**src/rtl/tree_feature_loader.sv**
```systemverilog
// Assembles a beat-serial feature frame into a parallel vector for a tree classifier,
// waits for the classifier to settle, then holds the registered class result for a consumer.
module tree_feature_loader #(
    parameter int unsigned FEAT_W   = 51,
    parameter int unsigned BEAT_W   = 8,
    parameter int unsigned EVAL_LAT = 1
) (
    input  logic              clk,
    input  logic              rst,
    input  logic              s_valid,
    output logic              s_ready,
    input  logic [BEAT_W-1:0] s_data,
    input  logic              s_last,
    output logic [FEAT_W-1:0] feat,
    input  logic              cls_in,
    output logic              m_valid,
    input  logic              m_ready,
    output logic              m_class,
    output logic              frame_err,
    output logic [15:0]       frame_cnt
);

    localparam int unsigned NBEATS = (FEAT_W + BEAT_W - 1) / BEAT_W;
    localparam int unsigned BCNT_W = (NBEATS > 1) ? $clog2(NBEATS) : 1;
    localparam int unsigned WCNT_W = 4;
    localparam int unsigned CNT_W  = 16;

    localparam logic [BCNT_W-1:0] LAST_BEAT = BCNT_W'(NBEATS - 1);
    localparam logic [WCNT_W-1:0] WAIT_INIT = WCNT_W'(EVAL_LAT);

    typedef enum logic [1:0] {
        COLLECT = 2'd0,
        EVAL    = 2'd1,
        HOLD    = 2'd2
    } state_t;

    state_t              state, state_nxt;
    logic [BCNT_W-1:0]   beat_cnt, beat_cnt_nxt;
    logic [WCNT_W-1:0]   wait_cnt, wait_cnt_nxt;
    logic [FEAT_W-1:0]   feat_nxt;
    logic [FEAT_W-1:0]   beat_merged;
    logic                m_class_nxt;
    logic                frame_err_nxt;
    logic [CNT_W-1:0]    frame_cnt_nxt;
    logic                accept;

    assign accept = s_valid && s_ready;

    // Current beat overlays its slice of feat; bits past FEAT_W have no home and are dropped.
    for (genvar g = 0; g < FEAT_W; g++) begin : g_map
        localparam int unsigned BK = g / BEAT_W;
        localparam int unsigned BJ = g % BEAT_W;
        assign beat_merged[g] = (beat_cnt == BCNT_W'(BK)) ? s_data[BJ] : feat[g];
    end

    always_comb begin
        state_nxt     = state;
        beat_cnt_nxt  = beat_cnt;
        wait_cnt_nxt  = wait_cnt;
        feat_nxt      = feat;
        m_class_nxt   = m_class;
        frame_err_nxt = 1'b0;
        frame_cnt_nxt = frame_cnt;

        unique case (state)
            COLLECT: begin
                if (accept) begin
                    if (beat_cnt == LAST_BEAT) begin
                        if (s_last) begin
                            feat_nxt     = beat_merged;
                            wait_cnt_nxt = WAIT_INIT;
                            state_nxt    = EVAL;
                        end else begin
                            frame_err_nxt = 1'b1;
                            feat_nxt      = '0;
                            beat_cnt_nxt  = '0;
                        end
                    end else if (s_last) begin
                        frame_err_nxt = 1'b1;
                        feat_nxt      = '0;
                        beat_cnt_nxt  = '0;
                    end else begin
                        feat_nxt     = beat_merged;
                        beat_cnt_nxt = beat_cnt + BCNT_W'(1);
                    end
                end
            end

            // feat is frozen here so the classifier sees a stable input while it settles.
            EVAL: begin
                if (wait_cnt <= WCNT_W'(1)) begin
                    m_class_nxt  = cls_in;
                    wait_cnt_nxt = '0;
                    state_nxt    = HOLD;
                end else begin
                    wait_cnt_nxt = wait_cnt - WCNT_W'(1);
                end
            end

            HOLD: begin
                if (m_ready) begin
                    frame_cnt_nxt = frame_cnt + CNT_W'(1);
                    feat_nxt      = '0;
                    beat_cnt_nxt  = '0;
                    state_nxt     = COLLECT;
                end
            end

            default: begin
                feat_nxt     = '0;
                beat_cnt_nxt = '0;
                wait_cnt_nxt = '0;
                state_nxt    = COLLECT;
            end
        endcase
    end

    // Handshake flags are registered from the next state so they line up with the state register.
    always_ff @(posedge clk) begin
        if (rst) begin
            state     <= COLLECT;
            beat_cnt  <= '0;
            wait_cnt  <= '0;
            feat      <= '0;
            m_valid   <= 1'b0;
            m_class   <= 1'b0;
            frame_err <= 1'b0;
            frame_cnt <= '0;
            s_ready   <= 1'b1;
        end else begin
            state     <= state_nxt;
            beat_cnt  <= beat_cnt_nxt;
            wait_cnt  <= wait_cnt_nxt;
            feat      <= feat_nxt;
            m_valid   <= (state_nxt == HOLD);
            m_class   <= m_class_nxt;
            frame_err <= frame_err_nxt;
            frame_cnt <= frame_cnt_nxt;
            s_ready   <= (state_nxt == COLLECT);
        end
    end

endmodule

```
**config.mk**
```make
export PLATFORM = sky130hd
export DESIGN_NAME = tree_feature_loader
export DESIGN_NICKNAME = d
export VERILOG_FILES = /design/src/rtl/tree_feature_loader.sv
export SDC_FILE = /design/constraint.sdc
export NUM_CORES = 1
export LEC_CHECK = 0
export BUFFER_PORTS_ARGS = -buffer_cell sky130_fd_sc_hd__buf_2
export CAP_MARGIN = 10
export CORE_ASPECT_RATIO = 1.75
export CORE_MARGIN = 1.5
export CORE_UTILIZATION = 30
export DETAILED_ROUTE_END_ITERATION = 7
export GPL_TIMING_DRIVEN = 0
export PLACE_DENSITY_LB_ADDON = 0.25
export SYNTH_ARGS = -nofsm -noshare
export SYNTH_HDL_FRONTEND = slang
export SYNTH_SLANG_ARGS = --single-unit
```
**constraint.sdc**
```tcl
create_clock -name clk -period 1.9 [get_ports clk]
set_input_delay 0.19 -clock clk [delete_from_list [all_inputs] [get_ports clk]]
set_output_delay 0.19 -clock clk [all_outputs]
set_load 0.01 [all_outputs]
```
==> results.txt <==
The run finished with clean final reports. The area of the placeable core is 10700 um^2. The leakage component of the power came out at 1.833 nW. The signal on the critical path passes through inv_1, ha_2, and3_1, o21ai_1, a21o_1, buf_4, buf_4, nor2_1. The tree is rooted in a clkbuf_16. The async set-or-reset flop fraction in the synthesized netlist came out at 0%. The design draws 3.515 mW. Setup repair after global routing left no endpoint under its margin. In this run the core area contains 50 standard-cell rows. For this run, the post-layout net count is roughly 460. The sequential area share after synthesis is between 40% and 50%. For this run, the leading register cell type out of synthesis is dfxtp_1. Setup violations remaining at the end of the flow were counted as 0. The number of antenna repair diodes is 0. Routability-driven placement finished with a final weighted congestion of 0.7610.

The number of H-tree branching levels came out at 3. The via density per instance is ~4.7. The core utilization of the finished layout came out at 39.15%. The clock transition at the register clock pins on the worst setup and hold paths after CTS came out at 60 ps.

Summed over all layers, the global routing overflow is 0. The vertical die dimension is approximately 140 um. Entering global routing, the biggest net connects 16 pins. Setup slack on the worst reg-to-reg path comes out at 200 ps. The data required time at the worst endpoint came out at 2130 ps. The highest ir drop seen on vdd came out at 576.7 uV. In this run, the number of DRC markers left after iteration 0 of detailed routing was 97. The sum of negative setup slack came out at 0 ps. The min-delay analysis places its worst path in the category in2reg. The final wirelength is 8.312 mm. In this run the remaining antenna-violating nets after routing total 0.

The longest clock path from root to sink contains 2 buffers. For this run, the top clock speed supported by timing is between 0.5 and 0.6 GHz. The power per unit of standard cell area is approximately 840 nW/um^2. The worst hold slack across all endpoints came out at 99.99 ps. The detailed-route DRC error count is 0. Fill cells in the final layout number 1083. The number of top-level design ports came out at 85. The buffers plus inverters on the worst setup path came out at 3. The share of cells above drive strength 1 came out at 28.09%.

The highest net fanout along the worst path came out at 10. The post-synthesis net count is 367. The library cells used most frequently in the layout, excluding fill and tap cells, are 90 x buf_2, 79 x dfxtp_1, 60 x nor2_1. The number of synthesis warnings is 0.

The first detailed-routing pass ran for 4 iterations. The most prevalent standard cell on the critical path is buf_4. The die span in x came out at 82.25 um. The number of sinks driven by the clock tree came out at 80. The final clock period utilization by the worst path came out at 89.42%. Yosys mapped a number of flops with a built-in enable equal to 0. STA puts the critical path data arrival time at 1930 ps. The effective utilization at floorplan is 30.82%.

For the pin with the worst max-slew slack, the measured transition is 622.3 ps. The total of buffers placed on input and output ports came out at 84. Max-cap violations in this run came to 0. Subtracting the final worst setup slack from the clock period gives around 1700 ps. The cell area after synthesis came out at 3297 um^2.

Synthesis instantiated 45 different standard cells from the library. Between clock sinks in the finished design, the worst skew comes to 6.786 ps. The path type of the worst setup path is reg2reg. The global-route total usage across every layer is between 10% and 20%. STA classifies the critical path endpoint as a flip-flop. The library cell used most frequently in the layout, excluding fill and tap cells, is buf_2. The TritonCTS clock tree is built. The average cell area after synthesis came out at 9.584 um^2. The mean routed wirelength per cell is approximately 14 um. The total die area came out at 11650 um^2. The count of pins over their slew limit is 0. The flop and latch count out of synthesis came out at 80. The family with the most delay on the worst path is buffers and inverters. The number of failing hold endpoints at the final stage was 0. The relative slew slack is 58.51%.

From synthesis to final layout, the design area changed by 27.02%. The number of global-route vias before repair is between 2k and 3k. The kind of start point of the critical path is a flip-flop. The later pin in the worst-skew pair is clocked with a latency of 340 ps. The post-placement cell count is between 500 and 600. Detailed routing inserted a total of approximately 2.7k vias.

For this run, the slowest stage of the critical path takes 360 ps. The number of buffers added to fix hold violations after cts came out at 0. The placed wire-length estimate after detailed placement came out at 6.280 mm.

The count of cells in the finished layout, fillers not included, comes to 575. The first-pass GRT wire length came out at 13.20 mm. The cell count after synthesis is 344. The initial antenna violation count is 0. For this design, the slowest cell found on the critical path is dfxtp_2. Clock tree synthesis inserted a total of 9 buffers.
[cell usage after synthesis (2+ instances only)]
library cell | n | area, um^2
o211a_1 | 4 | 40.04
clkbuf_1 | 5 | 18.77
xor2_1 | 8 | 70.07
nor3_1 | 2 | 10.01
ha_1 | 9 | 112.6
nand2_1 | 23 | 86.33
inv_1 | 7 | 26.28
buf_6 | 2 | 22.52
xnor2_1 | 2 | 17.52
a21oi_2 | 2 | 17.52
a21oi_1 | 19 | 95.09
a22oi_1 | 3 | 22.52
mux2i_1 | 41 | 410.4
buf_2 | 8 | 40.04
nor2_1 | 60 | 225.2
and2_1 | 3 | 18.77
dfxtp_1 | 80 | 1602
nand3_1 | 13 | 65.06
a31oi_1 | 3 | 18.77
nand4_4 | 2 | 42.54
and3_1 | 6 | 37.54
o21ai_1 | 3 | 15.01
and4_1 | 2 | 17.52
or3_1 | 7 | 43.79
nand4_1 | 3 | 18.77
o21ai_0 | 8 | 40.04
[tightest hold or removal path, delay by kind of cell]
family / cells / cell delay (ps)
buffers and inverters: 1 / 80
multiplexers: 1 / 60
AND/OR/NAND/NOR: 1 / 70
[registers in the layout (all words and copies together), names as in the netlist]
register   count
m_class        1
frame_err      1
beat_cnt       3
m_valid        1
feat          51
s_ready        1
state          2
frame_cnt     16
wait_cnt       4
[routing by layer]
layer | share of wire, % | vias up | global-route usage [%]
met1 | 39 | 1272 | 16.47
met3 | 4.7 | 9 | 3.987
li1 | - | 1381 | -
met4 | 2.2 | 0 | 6.869
met2 | 54 | 68 | 26.40
met5 | 0 | - | 0
[power by group]
part	total [mW]	switching [mW]	internal (mW)
logic	0.178	0.113	0.0651
clock network	1.63	0.732	0.902
registers	1.70	0.00970	1.69
total	3.51	0.855	2.66
[worst paths after layout]
kind	cells past startpoint	endpoint	from
min	3	m_class	cls_in
min reg2reg	2	feat[30]	feat[30]
max reg2reg	8	feat[22]	beat_cnt[0]
max	8	feat[22]	beat_cnt[0]
[what timing repair did]
action	in CTS	in global routing
endpoints found under the hold margin	0	0
setup buffers	0	1
pin swaps	0	1
gates resized for setup	3	9
setup endpoints to repair	40	49
[final cells by class]
type                    count  area (um^2)  share of cell area (%)
clock inverters             6        50.05                   1.195
well taps                 130        162.7                   3.884
flip-flops and latches     80         1603                   38.27
repair buffers             85        427.9                   10.22
plain buffers              16        95.09                   2.271
multi-input cells         241         1594                   38.06
clock buffers              10        229.0                   5.468
inverters                   7        26.28                  0.6274
[kinds of logic (layout without fill, tap and decap cells)]
family / count (synthesis) / count (layout) / share of synthesized area, %
AOI/OAI and AO/OA: 48 / 48 / 9.033
xor gates and xnor gates: 10 / 10 / 2.657
adders and majority gates: 9 / 9 / 3.416
buffers and inverters: 23 / 124 / 3.378
DFF: 80 / 80 / 48.58
muxes: 42 / 42 / 12.79
and+or+nand+nor: 132 / 132 / 20.15
[stage by stage]
stage / setup WS, ps / instance area, um^2
global route: 51.68 / 4188
global placement: -28.29 / 3880
floorplan: 254.2 / 3297
CTS: -29.36 / 4167
finish: 201.1 / 4188
detailed placement: -77.44 / 3880
No activity file was read; power rests on OpenSTA's default activity.
